$ cat src/rtl/bali_pkg.sv
// rtl/bali_pkg.sv - shared opcode constants, instruction length decode and fetch FSM states
package bali_pkg;

  localparam logic [7:0] BIPUSH       = 8'h10;
  localparam logic [7:0] SIPUSH       = 8'h11;
  localparam logic [7:0] LDC          = 8'h12;
  localparam logic [7:0] ILOAD        = 8'h15;
  localparam logic [7:0] ISTORE       = 8'h36;
  localparam logic [7:0] IINC         = 8'h84;
  localparam logic [7:0] IF_FIRST     = 8'h99;
  localparam logic [7:0] IF_LAST      = 8'ha7;
  localparam logic [7:0] INVOKESTATIC = 8'hb8;

  typedef enum logic [3:0] {
    IDLE,
    RD_OP,
    CAP_OP,
    RD_A1,
    CAP_A1,
    RD_A2,
    CAP_A2,
    RD_D,
    CAP_D
  } fetch_state_t;

  // Total instruction length in bytes (1..3), opcode included.
  function automatic logic [1:0] op_len(input logic [7:0] op);
    logic [1:0] len;
    len = 2'd1;
    if (op == BIPUSH || op == LDC || op == ILOAD || op == ISTORE)
      len = 2'd2;
    else if (op == SIPUSH || op == IINC || op == INVOKESTATIC ||
             (op >= IF_FIRST && op <= IF_LAST))
      len = 2'd3;
    return len;
  endfunction

endpackage

$ cat src/rtl/bytecode_fetch.sv
// rtl/bytecode_fetch.sv - instruction/data fetch FSM owning the single program memory read port
module bytecode_fetch
  import bali_pkg::*;
#(
  parameter int ADDR_WIDTH = 16
) (
  input  logic                  clk,
  input  logic                  rst,
  input  logic                  fetch_req,
  input  logic [ADDR_WIDTH-1:0] program_counter,
  input  logic                  data_req,
  input  logic [ADDR_WIDTH-1:0] dataindex,
  output logic [ADDR_WIDTH-1:0] mem_addr,
  output logic                  mem_rd,
  input  logic [7:0]            mem_rdata,
  output logic [7:0]            op_code,
  output logic [7:0]            arg1,
  output logic [7:0]            arg2,
  output logic                  op_valid,
  output logic [31:0]           dataparams,
  output logic                  data_valid,
  output logic                  busy
);

  fetch_state_t state, state_nx;

  logic                  pend_i, pend_d;
  logic [ADDR_WIDTH-1:0] pc_lat, idx_lat, cur_addr;
  logic [1:0]            cnt;
  logic [7:0]            sh_op, sh_a1;
  logic [23:0]           sh_data;
  logic                  start_i, start_d, done_i, done_d, dispatch;

  assign mem_rd   = (state == RD_OP) || (state == RD_A1) ||
                    (state == RD_A2) || (state == RD_D);
  assign mem_addr = mem_rd ? cur_addr + ADDR_WIDTH'(cnt) : '0;

  always_ff @(posedge clk or posedge rst) begin
    if (rst) state <= IDLE;
    else     state <= state_nx;
  end

  // Completing states dispatch the next request directly, so back-to-back fetches have no bubble.
  always_comb begin
    state_nx = state;
    start_i  = 1'b0;
    start_d  = 1'b0;
    done_i   = 1'b0;
    done_d   = 1'b0;
    dispatch = 1'b0;
    unique case (state)
      IDLE:   dispatch = 1'b1;
      RD_OP:  state_nx = CAP_OP;
      CAP_OP: begin
        if (op_len(mem_rdata) == 2'd1) begin
          done_i   = 1'b1;
          dispatch = 1'b1;
        end else begin
          state_nx = RD_A1;
        end
      end
      RD_A1:  state_nx = CAP_A1;
      CAP_A1: begin
        if (op_len(sh_op) == 2'd2) begin
          done_i   = 1'b1;
          dispatch = 1'b1;
        end else begin
          state_nx = RD_A2;
        end
      end
      RD_A2:  state_nx = CAP_A2;
      CAP_A2: begin
        done_i   = 1'b1;
        dispatch = 1'b1;
      end
      RD_D:   state_nx = CAP_D;
      CAP_D: begin
        if (cnt == 2'd3) begin
          done_d   = 1'b1;
          dispatch = 1'b1;
        end else begin
          state_nx = RD_D;
        end
      end
      default: state_nx = IDLE;
    endcase
    if (dispatch) begin
      if (pend_i || fetch_req) begin
        state_nx = RD_OP;
        start_i  = 1'b1;
      end else if (pend_d || data_req) begin
        state_nx = RD_D;
        start_d  = 1'b1;
      end else begin
        state_nx = IDLE;
      end
    end
  end

  always_ff @(posedge clk or posedge rst) begin
    if (rst) begin
      pend_i     <= 1'b0;
      pend_d     <= 1'b0;
      pc_lat     <= '0;
      idx_lat    <= '0;
      cur_addr   <= '0;
      cnt        <= 2'd0;
      sh_op      <= 8'h00;
      sh_a1      <= 8'h00;
      sh_data    <= 24'h0;
      op_code    <= 8'h00;
      arg1       <= 8'h00;
      arg2       <= 8'h00;
      op_valid   <= 1'b0;
      dataparams <= 32'h0;
      data_valid <= 1'b0;
      busy       <= 1'b0;
    end else begin
      op_valid   <= done_i;
      data_valid <= done_d;
      busy       <= (state_nx != IDLE);

      if (fetch_req) pc_lat  <= program_counter;
      if (data_req)  idx_lat <= dataindex;
      // A strobe on the serving edge only stays pending if it re-strobes an already pending request.
      pend_i <= start_i ? (pend_i & fetch_req) : (pend_i | fetch_req);
      pend_d <= start_d ? (pend_d & data_req)  : (pend_d | data_req);

      case (state)
        CAP_OP: begin
          sh_op <= mem_rdata;
          sh_a1 <= 8'h00;
          cnt   <= cnt + 2'd1;
          if (op_len(mem_rdata) == 2'd1) begin
            op_code <= mem_rdata;
            arg1    <= 8'h00;
            arg2    <= 8'h00;
          end
        end
        CAP_A1: begin
          sh_a1 <= mem_rdata;
          cnt   <= cnt + 2'd1;
          if (op_len(sh_op) == 2'd2) begin
            op_code <= sh_op;
            arg1    <= mem_rdata;
            arg2    <= 8'h00;
          end
        end
        CAP_A2: begin
          op_code <= sh_op;
          arg1    <= sh_a1;
          arg2    <= mem_rdata;
        end
        CAP_D: begin
          sh_data <= {sh_data[15:0], mem_rdata};
          cnt     <= cnt + 2'd1;
          if (cnt == 2'd3) dataparams <= {sh_data, mem_rdata};
        end
        default: ;
      endcase

      if (start_i) begin
        cur_addr <= pend_i ? pc_lat : program_counter;
        cnt      <= 2'd0;
      end else if (start_d) begin
        cur_addr <= pend_d ? idx_lat : dataindex;
        cnt      <= 2'd0;
      end
    end
  end

endmodule

$ cat config.mk
export PLATFORM = sky130hd
export DESIGN_NAME = bytecode_fetch
export DESIGN_NICKNAME = d
export VERILOG_FILES = /design/src/rtl/bali_pkg.sv /design/src/rtl/bytecode_fetch.sv
export SDC_FILE = /design/constraint.sdc
export NUM_CORES = 1
export LEC_CHECK = 0
export CAP_MARGIN = 20
export CORE_MARGIN = 4
export CORE_UTILIZATION = 36
export DETAILED_ROUTE_END_ITERATION = 16
export PLACE_DENSITY = 0.65
export SYNTH_ARGS = -nofsm -noshare
export SYNTH_HDL_FRONTEND = slang
export SYNTH_SLANG_ARGS = --single-unit
$ cat constraint.sdc
create_clock -name clk -period 6.1 [get_ports clk]
set_clock_uncertainty 0.05 [all_clocks]
set_input_delay 0.915 -clock clk [delete_from_list [all_inputs] [get_ports clk]]
set_output_delay 0.915 -clock clk [all_outputs]
set_load 0.05 [all_outputs]
==> metrics <==
outcome complete, no violations; Seq/Total Area, Yosys a little over half; Yosys cell types 61; Placed Instances 985; die height 151 um; TNS Setup 0 ns; final slew viol count 0; CTS tree built; # rows 51; area share of the largest cell type after synthesis a little over half; DR DRC count 0; maximum clock rate 254 MHz; Reg clk slew, reported paths 0.07 ns; Synth warnings 0; Mean Syn Cell Area 11.4 um^2; crit path DAT between 2 and 3 ns; Pre-Repair DR Iteration Count 4; antenna viol nets, final 0; vias 5173; vias in the first global route 5227; total of max-cap violations 0; Final period util 64.7%; Slew @ Worst Pin roughly 0.98 ns; Layout Cells excl Fill slightly above 1000; Place WS 2.42 ns; placed inst area between 8000 and 9000 um^2; Slew Limit Headroom 34.5%; Post-synth EDFFs 0; drt total wl about 17000 um; largest net degree at the start of global routing 106; Core Area 19700 um^2; most common cell in the netlist dfrtp_1; worst skew pair latency about 0.42 ns; Vias per Instance 5.08; # clock sinks 155; CTS Hold Bufs 0; IR drop worst, VDD 251 uV; nets@finish 788; Die X approximately 150 um; I/O Pins 120; element type at the critical path end primary output; worst-case clock buffer depth 2; Tot Pwr 0.00477 W; Synth async-reset ratio between 90% and 100%; syn_nets 689; initial core utilization 37.1%; htree depth 4; initial DRC count 257; Post-CTS Resized 0; Inserted Clock Buffers 17; share of layout cells above drive strength 1 between 10% and 20%; number of port buffers about 120; number of synthesized register bits 155; diode count 0; first-pass GRT wire length roughly 28000 um; Post-synth top flop dfrtp_1; root buffer cell clkbuf_16; HP Class reg2reg; Pwr Density 514 nW/um^2; All-Layer GR Usage about 16%; Area contributors post-synth dfrtp_1, mux2_2, nand2_1; CP Class reg2out; Leak 4.22 nW; WL/cell 16.6 um; Die Footprint 22700 um^2; leading area contributor after synthesis dfrtp_1; antenna violations before repair 0; Period minus WS final 3.94 ns; synthesized area ~7300 um^2; Post-CTS Setup Bufs 0; Final setup viols 0; gpl congestion 0.758; synth cell count leaders dfrtp_1, nand2_1, mux2_2, a21oi_1, nor2_1; fin area 9270 um^2; Overflow after GRT 0; worst-path fanout max 7; Area Overhead vs Synth 26.7%; Filler cells 1798; cells after synthesis approximately 640; startpoint class of the critical path flip-flop; setup slack after layout around 2.2 ns; RSZ-0062 raised after global routing no; post-DP HPWL about 11000 um; CP required 5.13 ns; final hold vios 0
## logic make-up (layout without fill, tap and decap cells)
group / Yosys count / in the layout / synth area share [%]
AOI/OAI and AO/OA: 108 / 108 / 10.9
buffers and inverters: 71 / 183 / 4.72
adders and majority gates: 5 / 5 / 0.923
muxes: 107 / 107 / 16.6
and+or+nand+nor: 178 / 178 / 11.8
DFF: 155 / 155 / 53.0
xor gates and xnor gates: 17 / 17 / 2.03
## state kept, by name, summed over array words and instances (netlist names), 2 cells and up
name        cells
sh_op           8
arg1            8
arg2            8
sh_data        24
op_code         8
cnt             2
pc_lat         16
idx_lat        16
dataparams     32
cur_addr       16
sh_a1           8
state           4
## stage by stage
step | hold WS (ns) | util [%]
6_report | 0.425 | 47.0
5_1_grt | 0.456 | 47.0
4_1_cts | 0.427 | 46.9
3_5_place_dp | 0.410 | 44.0
3_3_place_gp | 0.407 | 44.0
2_1_floorplan | 0.392 | -
## metal layers
metal	wire length, um	GRT usage [%]	part of all wire (%)
met5	0	0	0
met3	1010	4.00	6.0
met1	7880	21.9	47
met2	7800	24.2	46
met4	218	4.53	1.3
## final cells by class
cell class | count | area [um^2] | area share [%]
clock buffers | 20 | 447 | 4.82
repair buffers | 129 | 1290 | 13.9
clock inverters | 12 | 129 | 1.39
multi-input cells | 415 | 3110 | 33.5
well taps | 265 | 332 | 3.58
flip-flops and latches | 155 | 3880 | 41.8
inverters | 22 | 95.1 | 1.03
## where the power goes
part | switching (W) | total, W | internal (W) | leakage, nW
Clock | 0.000451 | 0.00104 | 0.000587 | 0.282
Combinational | 0.00130 | 0.00214 | 0.000849 | 2.01
Sequential | 0.000255 | 0.00159 | 0.00133 | 1.93
Total | 0.00200 | 0.00477 | 0.00277 | 4.22
## final timing paths
path | start | to | slack [ns] | depth (start not counted)
worst max-delay path | cnt[1] | mem_addr[9] | 2.16 | 7
worst min-delay path | sh_data[19] | sh_data[19] | 0.42 | 2
worst max register to register | state[3] | arg1[1] | 3.51 | 6
worst min register to register | sh_data[19] | sh_data[19] | 0.42 | 2
max in group asynchronous | rst | sh_a1[2] | 3.80 | 3
min in group asynchronous | rst | dataparams[31] | 1.01 | 2
## cell usage in the layout (no fill, tap or decap), types with 4 or more instances in the layout
cell	Yosys	routed
a22o_1	24	24
clkbuf_16	0	17
a21oi_1	49	49
xnor2_1	4	4
buf_4	2	9
inv_1	21	20
nand4_1	7	7
xor2_1	13	13
o22a_1	17	17
nand3_1	5	5
mux2_4	9	9
nor2_1	25	25
clkdlybuf4s50_1	0	119
inv_8	1	4
nand2_1	102	102
nor4b_1	4	4
mux2i_1	17	17
and2_1	6	6
mux2_2	81	81
inv_6	0	5
dfrtp_1	155	155
## critical path, cell delays in order (launching register included)
cell	delay [ns]
dfrtp_1	0.42
ha_1	0.29
a21oi_1	0.06
nor2b_1	0.44
nand4_1	0.18
xor2_1	0.17
nor2_1	0.16
clkdlybuf4s50_1	0.85
(Power assumes the default switching activity.)
